--- src/rtl/i2s_rx_deserializer.sv ---
// I2S receive deserializer: synchronizes the codec bit stream into the clk domain and emits paired
// left/right samples. Optional mono mix output is enabled by defining I2S_RX_MONO_MIX_EN.
module i2s_rx_deserializer #(
    parameter int SAMPLE_WIDTH = 24,
    parameter int SYNC_STAGES  = 2
) (
    input  logic                    clk,
    input  logic                    reset_n,
    input  logic                    i2s_bclk,
    input  logic                    i2s_lr,
    input  logic                    i2s_sdata,
    output logic [SAMPLE_WIDTH-1:0] left_sample,
    output logic [SAMPLE_WIDTH-1:0] right_sample,
    output logic                    new_sample,
    output logic                    frame_error,
    output logic [1:0]              fsm_state
`ifdef I2S_RX_MONO_MIX_EN
    ,
    output logic [SAMPLE_WIDTH-1:0] mono_sample
`endif
);

    localparam int CNT_W = $clog2(SAMPLE_WIDTH + 1);
    localparam logic [CNT_W-1:0] LAST_BIT = CNT_W'(SAMPLE_WIDTH - 1);

    typedef enum logic [1:0] {
        HUNT  = 2'd0,
        DELAY = 2'd1,
        SHIFT = 2'd2,
        WAIT  = 2'd3
    } state_t;

    state_t                  state;
    logic [1:0]              rst_pipe;
    logic                    rst_n;
    logic [SYNC_STAGES-1:0]  bclk_sync;
    logic [SYNC_STAGES-1:0]  lr_sync;
    logic [SYNC_STAGES-1:0]  sdata_sync;
    logic                    bclk_d;
    logic                    lr_prev;
    logic                    left_valid;
    logic [CNT_W-1:0]        bit_cnt;
    logic [SAMPLE_WIDTH-1:0] shift_reg;
    logic [SAMPLE_WIDTH-1:0] left_hold;
    logic                    bclk_s;
    logic                    lr_s;
    logic                    sdata_s;
    logic                    bclk_rise;
    logic                    lr_toggle;
    logic [SAMPLE_WIDTH-1:0] word_next;

    // Reset asserts asynchronously but is released on a clk edge.
    always_ff @(posedge clk or negedge reset_n) begin
        if (!reset_n) rst_pipe <= 2'b00;
        else          rst_pipe <= {rst_pipe[0], 1'b1};
    end
    assign rst_n = rst_pipe[1];

    always_ff @(posedge clk or negedge rst_n) begin
        if (!rst_n) begin
            bclk_sync  <= '0;
            lr_sync    <= '0;
            sdata_sync <= '0;
            bclk_d     <= 1'b0;
        end else begin
            bclk_sync  <= {bclk_sync[SYNC_STAGES-2:0], i2s_bclk};
            lr_sync    <= {lr_sync[SYNC_STAGES-2:0], i2s_lr};
            sdata_sync <= {sdata_sync[SYNC_STAGES-2:0], i2s_sdata};
            bclk_d     <= bclk_s;
        end
    end

    assign bclk_s    = bclk_sync[SYNC_STAGES-1];
    assign lr_s      = lr_sync[SYNC_STAGES-1];
    assign sdata_s   = sdata_sync[SYNC_STAGES-1];
    assign bclk_rise = bclk_s & ~bclk_d;
    assign lr_toggle = lr_s ^ lr_prev;
    assign word_next = {shift_reg[SAMPLE_WIDTH-2:0], sdata_s};
    assign fsm_state = state;

`ifdef I2S_RX_MONO_MIX_EN
    logic signed [SAMPLE_WIDTH:0] mono_sum;
    assign mono_sum = $signed({left_hold[SAMPLE_WIDTH-1], left_hold})
                    + $signed({word_next[SAMPLE_WIDTH-1], word_next});
`endif

    // new_sample is a valid-only strobe with no ready: the consumer must take the pair on the
    // cycle it is high; left_sample/right_sample then hold until the next strobe.
    always_ff @(posedge clk or negedge rst_n) begin
        if (!rst_n) begin
            state        <= HUNT;
            lr_prev      <= 1'b0;
            left_valid   <= 1'b0;
            bit_cnt      <= '0;
            shift_reg    <= '0;
            left_hold    <= '0;
            left_sample  <= '0;
            right_sample <= '0;
            new_sample   <= 1'b0;
            frame_error  <= 1'b0;
`ifdef I2S_RX_MONO_MIX_EN
            mono_sample  <= '0;
`endif
        end else begin
            new_sample  <= 1'b0;
            frame_error <= 1'b0;
            if (bclk_rise) begin
                lr_prev <= lr_s;
                case (state)
                    HUNT: begin
                        if (lr_prev && !lr_s) state <= DELAY;
                    end
                    DELAY: begin
                        bit_cnt <= '0;
                        state   <= SHIFT;
                    end
                    SHIFT: begin
                        if (bit_cnt == LAST_BIT) begin
                            // Final bit may coincide with the lr edge that opens the next slot.
                            shift_reg <= word_next;
                            state     <= lr_toggle ? DELAY : WAIT;
                            if (!lr_prev) begin
                                left_hold  <= word_next;
                                left_valid <= 1'b1;
                            end else begin
                                left_valid <= 1'b0;
                                if (left_valid) begin
                                    left_sample  <= left_hold;
                                    right_sample <= word_next;
                                    new_sample   <= 1'b1;
`ifdef I2S_RX_MONO_MIX_EN
                                    mono_sample  <= mono_sum[SAMPLE_WIDTH:1];
`endif
                                end
                            end
                        end else if (lr_toggle) begin
                            frame_error <= 1'b1;
                            left_valid  <= 1'b0;
                            bit_cnt     <= '0;
                            state       <= DELAY;
                        end else begin
                            shift_reg <= word_next;
                            bit_cnt   <= bit_cnt + CNT_W'(1);
                        end
                    end
                    WAIT: begin
                        if (lr_toggle) state <= DELAY;
                    end
                    default: state <= HUNT;
                endcase
            end
        end
    end

endmodule

--- config.mk ---
export PLATFORM = sky130hd
export DESIGN_NAME = i2s_rx_deserializer
export DESIGN_NICKNAME = d
export VERILOG_FILES = /design/src/rtl/i2s_rx_deserializer.sv
export SDC_FILE = /design/constraint.sdc
export NUM_CORES = 1
export LEC_CHECK = 0
export ABC_AREA = 1
export BUFFER_PORTS_ARGS = -buffer_cell sky130_fd_sc_hd__buf_2
export CORE_ASPECT_RATIO = 1.25
export CORE_MARGIN = 4
export CORE_UTILIZATION = 40
export CTS_CLUSTER_SIZE = 40
export DETAILED_ROUTE_END_ITERATION = 6
export HOLD_SLACK_MARGIN = 0.12
export PLACE_DENSITY_LB_ADDON = 0.15
export SKIP_LAST_GASP = 1
export SYNTH_ARGS = -nofsm -noshare
export SYNTH_HDL_FRONTEND = slang
export SYNTH_SLANG_ARGS = --single-unit
--- constraint.sdc ---
create_clock -name clk -period 7.4 [get_ports clk]
set_input_delay 1.48 -clock clk [delete_from_list [all_inputs] [get_ports clk]]
set_output_delay 1.48 -clock clk [all_outputs]
set_load 0.01 [all_outputs]
==> summary.txt, run 1 <==
Run status
  – Status: completed

Logic synthesis
  – Seq cells post-synth: 115
  – Mapped Cells: 519
  – Area contributors post-synth: dfrtp_1 (62%), nand2_1 (18%), nand3_1 (11%), buf_4 (1.5%), buf_2 (1.4%)
  – Post-Syn Area: 0.00465 mm2
  – Synth warnings: 0
  – Mapped Nets: 526
  – Syn_area_per_cell: about 9 um2
  – Yosys top cell area share: 61.8%
  – Cell taking the most area after synthesis: dfrtp_1
  – Distinct cells, synth: 19
  – Seq/Total Area, Yosys: between 60% and 70%

Clocking
  – Hold buffer count at CTS: 0
  – Post_cts resized: 0
  – CTS tree: yes
  – Skew-Pair Late Insertion Delay: 0.41 ns
  – Clock transition at the registers of the reported paths: 0.05 ns
  – CTS Buf Count: 17
  – Clk sinks: 115
  – Htree depth: 4
  – Clock root cell: clkbuf_16
  – Post-CTS setup buffer count: 0
  – Max clock buf depth: 2

Pwr
  – Switching Share: between 20% and 30%
  – Static leakage: 3.20 nW
  – Clock share of power: just over 50%
  – Internal: 1.19 mW
  – Gate power share: 5.8%
  – PD cells: 282 mW/mm2
  – Sequential share of power: 43.2%
  – Net Switching: 0.368 mW
  – Pwr Total: 1.56 mW
  – Peak VDD IR: 0.162 mV

Die
  – Initial Utilization: 41.4%
  – Die Area: 0.0134 mm2
  – Die width: ~100 um
  – Die Ht: ~130 um
  – Core footprint: 0.0112 mm2
  – Std-Cell Rows: 43
  – Boundary pin count: 57

Timing
  – TNS Setup: 0 ns
  – Slew at the pin with the worst max-slew slack: 1.10 ns
  – Fin. max-slew vios: 0
  – Max-slew headroom: a little over a quarter
  – Part of the cycle the worst path needs: 41.1%
  – Endpoints failing setup: 0
  – Tmin final: 3.04 ns
  – Final hold vios: 0
  – RSZ-0062 raised after global routing: no
  – Peak Freq: 328 MHz
  – Skew final: 0.00641 ns

Routing
  – Total wire length: 10,100 um
  – Vias/cell: approximately 4.9
  – DRC errors left: 0
  – DR pass1 iterations: 4
  – Final ANT Viol Nets: 0
  – DRT iter0 DRCs: 180
  – Vias after detailed routing: 3,511
  – WL/cell: 14.1 um

Layout
  – Biggest regs: left_hold x24, left_sample x24, right_sample x24
  – Fillcell total: 1,056
  – Layout cells sized above 1: 17.4%
  – Antenna diode count: 0
  – Post-layout nets: between 500 and 600
  – Synth-to-layout area growth: 19.0%

Global route
  – Met2 Use GR: 24.9%
  – GRT Overall Usage: roughly 16%
  – GR Util met1: 21.1%
  – GRT busiest layer: met2
  – Pin count of the biggest net entering global routing: 59
  – Overflow after GRT: 0
  – Vias in the first global route: 3,452
  – First-pass GRT wire length: 17,200 um
  – Initial antenna violation count: 0
  – Routing usage on met3: 5.07%

Setup path
  – CP Max Fanout: 50
  – Crit path max-delay cell type: nor2_4
  – CP cell instances: ha_1 -> nand2_2 -> inv_2 -> nand2_2 -> nor2_4 -> nand2_2 -> nand2_1 -> nand2_1
  – CP endpoint kind: flip-flop
  – CP max stage delay: 0.82 ns
  – Kind of critical path: reg2reg
  – Data arrival, critical path: between 3 and 4 ns
  – CP most frequent cell: nand2_2
  – Critical Path Source Type: flip-flop
  – CP top delay family: simple AND/OR/NAND/NOR gates
  – Buf+Inv Stages, Crit Path: 1
  – Req. time, crit path: 7.68 ns

Flow run
  – Max_cap viols: 0

Placement
  – Gp weighted congestion: 0.752
  – Dpl hpwl: 6080 um
  – Port bufs: 56

Min path
  – Worst hold path type: reg2reg
## area by class of cell
type                            count  area (um2)  area share [%]
Timing Repair Buffer               58         295            5.33
Sequential cell                   115        2880            52.0
Clock inverter                     10         106            1.92
Clock buffer                       22         474            8.56
Inverter                           14        52.6           0.949
Multi-Input combinational cell    361        1560            28.1
Tap cell                          135         169            3.05
## metal layers
| layer | up-vias | part of all wire [%] |
|---|---|---|
| met5 | - | 0 |
| met4 | 0 | 1.1 |
| met3 | 13 | 4.5 |
| met2 | 73 | 48 |
| met1 | 1669 | 47 |
| li1 | 1756 | - |
## cells by family (layout without fill, tap and decap cells)
group,after synthesis,after routing,share of synthesized area (%)
AO/OA/AOI/OAI,7,7,0.753
adder cells (fa/ha/maj),2,2,0.538
buffers and inverters,43,104,4.87
flip-flops,115,115,61.8
other,1,1,0.0806
AND/OR/NAND/NOR,351,351,31.9
## Yosys cell counts
cell,n
inv_2,1
buf_1,1
nor2_4,3
buf_4,9
or2_2,1
conb_1,1
nand2_2,6
nand3_1,99
nand4_1,2
ha_1,2
dfrtp_1,115
buf_2,13
nor2_1,12
o21ai_0,5
inv_1,13
buf_6,2
clkbuf_1,4
nand2_1,228
a21oi_1,2
## power groups by stage
stage,Sequential [mW],Combinational [mW],Clock [mW]
detailed placement,0.685,0.0921,0
floorplan,0.686,0.0641,0
global placement,0.683,0.0912,0
finish,0.673,0.0905,0.796
global route,0.677,0.104,0.841
CTS,0.674,0.0925,0.813
## through the flow
stage	hold slack [ns]	instance area, um2	utilization (%)	setup WS [ns]	std cells
2_1_floorplan	0.331	4650	-	3.96	519
3_5_place_dp	0.335	4960	44.1	4.29	683
4_1_cts	0.347	5540	49.2	4.26	715
5_1_grt	0.357	5540	49.2	4.06	715
3_3_place_gp	0.333	4960	44.1	4.41	683
6_report	0.345	5540	49.2	4.36	715
## cell usage in the layout, fill, tap and decap left out
cell / netlist / final
inv_2: 1 / 1
o21ai_0: 5 / 5
buf_2: 13 / 56
clkbuf_16: 0 / 17
or2_2: 1 / 1
dfrtp_4: 0 / 1
dfrtp_1: 115 / 114
nor2_1: 12 / 11
nand3_1: 99 / 99
nand2_1: 228 / 228
nor2_4: 3 / 4
conb_1: 1 / 1
clkinv_2: 0 / 6
clkinvlp_4: 0 / 1
buf_4: 9 / 2
clkbuf_1: 4 / 2
clkinv_4: 0 / 1
nand4_1: 2 / 2
ha_1: 2 / 2
bufinv_16: 0 / 2
inv_1: 13 / 13
nand2_2: 6 / 6
clkbuf_8: 0 / 3
a21oi_1: 2 / 2
## final timing paths
path | cells past startpoint | slack [ns] | end | startpoint
max in group asynchronous | 1 | 5.81 | left_sample[23] | rst_pipe[1]
min | 0 | 0.35 | lr_sync[1] | lr_sync[0]
max reg2reg | 8 | 4.36 | left_sample[1] | bit_cnt[0]
min reg2reg | 0 | 0.35 | lr_sync[1] | lr_sync[0]
max | 8 | 4.36 | left_sample[1] | bit_cnt[0]
min in group asynchronous | 0 | 0.38 | right_sample[3] | rst_pipe[1]
Power figures use the tool's default switching activity.
==> inputs of run 2 (changes only) <==
Settings changed: ABC_AREA 1 to 0.
Clock period 7.4 ns to 2.8 ns, I/O delays scaled along.
==> run 2 against run 1 <==
  * Clock skew grew 0.0012 ns
  * First-iteration DRC count shrank 68%
  * Setup slack lost 3.5 ns
  * Final cell count shrank 32%
  * Clock power grew 140%
  * Non-clock buffer count grew 6
  * Utilization grew 1.2 points
  * Critical endpoint is now right_sample[15]
  * Highest routed layer unchanged
==> summary.txt, run 2 <==
Pwr
  – Pwr Total: 3.95 mW (was 1.56 mW)
  – Static leakage: 2.85 nW (was 3.20 nW)
  – Peak VDD IR: 0.425 mV (was 0.162 mV)
  – PD cells: 734 mW/mm2 (was 282 mW/mm2)

Clocking
  – Skew-Pair Late Insertion Delay: 0.40 ns (was 0.41 ns)
  – Post_cts resized: 0 (unchanged)
  – Max clock buf depth: 2 (unchanged)
  – Clock transition at the registers of the reported paths: 0.05 ns (about the same)
  – CTS tree: yes (unchanged)
  – Htree depth: 4 (unchanged)
  – CTS Buf Count: 17 (unchanged)
  – Post-CTS setup buffer count: 0 (unchanged)
  – Clk sinks: 115 (unchanged)
  – Clock root cell: clkbuf_16 (unchanged)
  – Hold buffer count at CTS: 1 (was 0)

Layout
  – Synth-to-layout area growth: 22.4% (was 19.0%)
  – Final cell area excluding filler cells: 0.00538 mm2 (was 0.00554 mm2)
  – Commonest non-fill, non-tap cell in the layout: dfrtp_1 (was nand2_1)
  – Most frequent cells in the layout: dfrtp_1 (114), mux2_2 (86), buf_2 (56) (was nand2_1 (228), dfrtp_1 (114), nand3_1 (99))
  – Post-Layout Cell Count: 486 (was 715)
  – Post-layout nets: 348 (was 574)
  – Biggest regs: left_hold x24, left_sample x24, right_sample x24 (unchanged)
  – Final core utilization: 50.5% (was 49.2%)
  – Layout cells sized above 1: 52.0% (was 17.4%)
  – Antenna diode count: 0 (unchanged)

Timing
  – TNS Setup: 0 ns (unchanged)
  – Slew at the pin with the worst max-slew slack: 0.743 ns (was 1.10 ns)
  – Max-slew headroom: 50.5% (was 26.5%)
  – Part of the cycle the worst path needs: 68.9% (was 41.1%)
  – Tmin final: 1.93 ns (was 3.04 ns)
  – Peak Freq: 518 MHz (was 328 MHz)
  – RSZ-0062 raised after global routing: no (unchanged)
  – WHS: 0.269 ns (was 0.345 ns)
  – Fin. max-slew vios: 0 (unchanged)
  – Skew final: 0.00757 ns (was 0.00641 ns)
  – Worst setup margin: 0.871 ns (was 4.36 ns)
  – Final hold vios: 0 (unchanged)
  – Endpoints failing setup: 0 (unchanged)

Setup path
  – Critical Path Source Type: flip-flop (unchanged)
  – CP endpoint kind: flip-flop (unchanged)
  – Data arrival, critical path: 2.21 ns (was 3.33 ns)
  – Kind of critical path: reg2reg (unchanged)
  – Buf+Inv Stages, Crit Path: 1 (unchanged)
  – Crit path max-delay cell type: mux2_2 (was nor2_4)
  – CP top delay family: simple AND/OR/NAND/NOR gates (unchanged)
  – CP max stage delay: 0.38 ns (was 0.82 ns)
  – Req. time, crit path: 3.09 ns (was 7.68 ns)
  – CP Max Fanout: 49 (was 50)
  – CP cell instances: ha_1 -> nand4b_2 -> nor3_4 -> buf_12 -> mux2_2 (was ha_1 -> nand2_2 -> inv_2 -> nand2_2 -> nor2_4 -> nand2_2 -> nand2_1 -> nand2_1)

Logic synthesis
  – Seq cells post-synth: 115 (unchanged)
  – Number of enable flip-flop cells after synthesis: 0 (unchanged)
  – Main synth FF type: dfrtp_1 (unchanged)
  – Area contributors post-synth: dfrtp_1 (65%), mux2_2 (22%), mux2_1 (2.3%), buf_6 (1.0%), buf_4 (0.85%) (was dfrtp_1 (62%), nand2_1 (18%), nand3_1 (11%), buf_4 (1.5%), buf_2 (1.4%))
  – Top cells by count, synth: dfrtp_1 (115), mux2_2 (86), mux2_1 (9) (was nand2_1 (228), dfrtp_1 (115), nand3_1 (99))
  – Post-Syn Area: 0.00440 mm2 (was 0.00465 mm2)
  – Mapped Cells: 267 (was 519)
  – Async S/R FF share, synth: 100% (unchanged)
  – Mapped Nets: 274 (was 526)
  – Synth warnings: 0 (unchanged)
  – Distinct cells, synth: 34 (was 19)
  – Yosys top cell area share: 65.4% (was 61.8%)
  – Top-count cell post-synth: dfrtp_1 (was nand2_1)
  – Cell taking the most area after synthesis: dfrtp_1 (unchanged)
  – Syn_area_per_cell: 16.5 um2 (was 8.97 um2)
  – Seq/Total Area, Yosys: 65.4% (was 61.8%)

Routing
  – DR pass1 iterations: 4 (unchanged)
  – Vias/cell: 4.97 (was 4.91)
  – DRC errors left: 0 (unchanged)
  – Final ANT Viol Nets: 0 (unchanged)
  – DRT iter0 DRCs: 58 (was 180)
  – WL/cell: 15.4 um (was 14.1 um)
  – Total wire length: 7460 um (was 10,100 um)
  – Vias after detailed routing: 2,413 (was 3,511)

Global route
  – Vias in the first global route: 2,549 (was 3,452)
  – Overflow after GRT: 0 (unchanged)
  – Initial antenna violation count: 0 (unchanged)
  – GRT Overall Usage: 13.3% (was 15.9%)
  – First-pass GRT wire length: 13,000 um (was 17,200 um)
  – Pin count of the biggest net entering global routing: 59 (unchanged)

Placement
  – Gp weighted congestion: 0.799 (was 0.752)
  – Dpl cells: 453 (was 683)
  – Port bufs: 56 (unchanged)
  – Pre-CTS WS: 0.865 ns (was 4.29 ns)
  – Dpl hpwl: 4790 um (was 6080 um)
  – Area after DPL: 0.00483 mm2 (was 0.00496 mm2)

Die
  – Boundary pin count: 57 (unchanged)
  – Core footprint: 0.0107 mm2 (was 0.0112 mm2)
  – Initial Utilization: 41.2% (was 41.4%)
  – Die width: 102 um (was 104 um)
  – Die Area: 0.0128 mm2 (was 0.0134 mm2)
  – Std-Cell Rows: 42 (was 43)
  – Die Ht: 125 um (was 129 um)

Run status
  – Status: completed (unchanged)

Flow run
  – Max_cap viols: 0 (unchanged)

Min path
  – Worst hold path type: in2reg (was reg2reg)
[run 2: cell types whose count changed in the layout (fill, tap and decap cells not counted), moves of 3 or more]
cell | before | now
nand2_1 | 228 | 5
nand3_1 | 99 | 2
mux2_2 | 0 | 86
nor2_1 | 11 | 0
mux2_1 | 0 | 9
inv_1 | 13 | 6
nand2_2 | 6 | 0
buf_4 | 2 | 6
nor2_4 | 4 | 0
clkinvlp_4 | 1 | 4
[run 2: where the power goes]
group,internal [mW],switching [mW]
clock,1.23,0.703
combinational,0.0977,0.101
sequential,1.73,0.0968
total,3.05,0.900
[run 2: kinds of logic (layout without fill, tap and decap cells)]
group                    Yosys count  count (layout)  synth area share [%]
flip-flops                       115             115                  65.4
multiplexers                      97              97                  24.8
other                              1               1                0.0852
buffers and inverters             15             102                  2.39
AO/OA/AOI/OAI                     15              15                  2.30
AND/OR/NAND/NOR                   22              22                  4.47
adder cells (fa/ha/maj)            2               2                 0.569
[run 2: layout make-up]
type / count / area (um2)
clock inverters: 10 / 85.1
inverters: 6 / 22.5
clock buffers: 22 / 454
multi-input cells: 137 / 1420
well taps: 132 / 165
repair buffers: 64 / 355
flip-flops and latches: 115 / 2880
fillers: 944 / 5280
[run 2: path summary, 6_finish.rpt]
check,startpoint,to,cells past startpoint,slack [ns]
setup / recovery,bit_cnt[0],right_sample[15],5,0.87
hold / removal,i2s_sdata,sdata_sync[0],1,0.27
setup reg to reg,bit_cnt[0],right_sample[15],5,0.87
hold reg to reg,lr_sync[0],lr_sync[1],0,0.35
max in group asynchronous,rst_pipe[1],left_sample[23],1,1.67
min in group asynchronous,rst_pipe[1],left_sample[0],0,0.39
[run 2: layer usage]
metal  global-route usage (%)  vias to the layer above  routed length, um
li1                         -                     1129                  -
met1                     17.1                     1222               3300
met2                     19.5                       52               3620
met3                     5.46                       10                427
met4                     6.18                        0                108
met5                        0                        -                  0
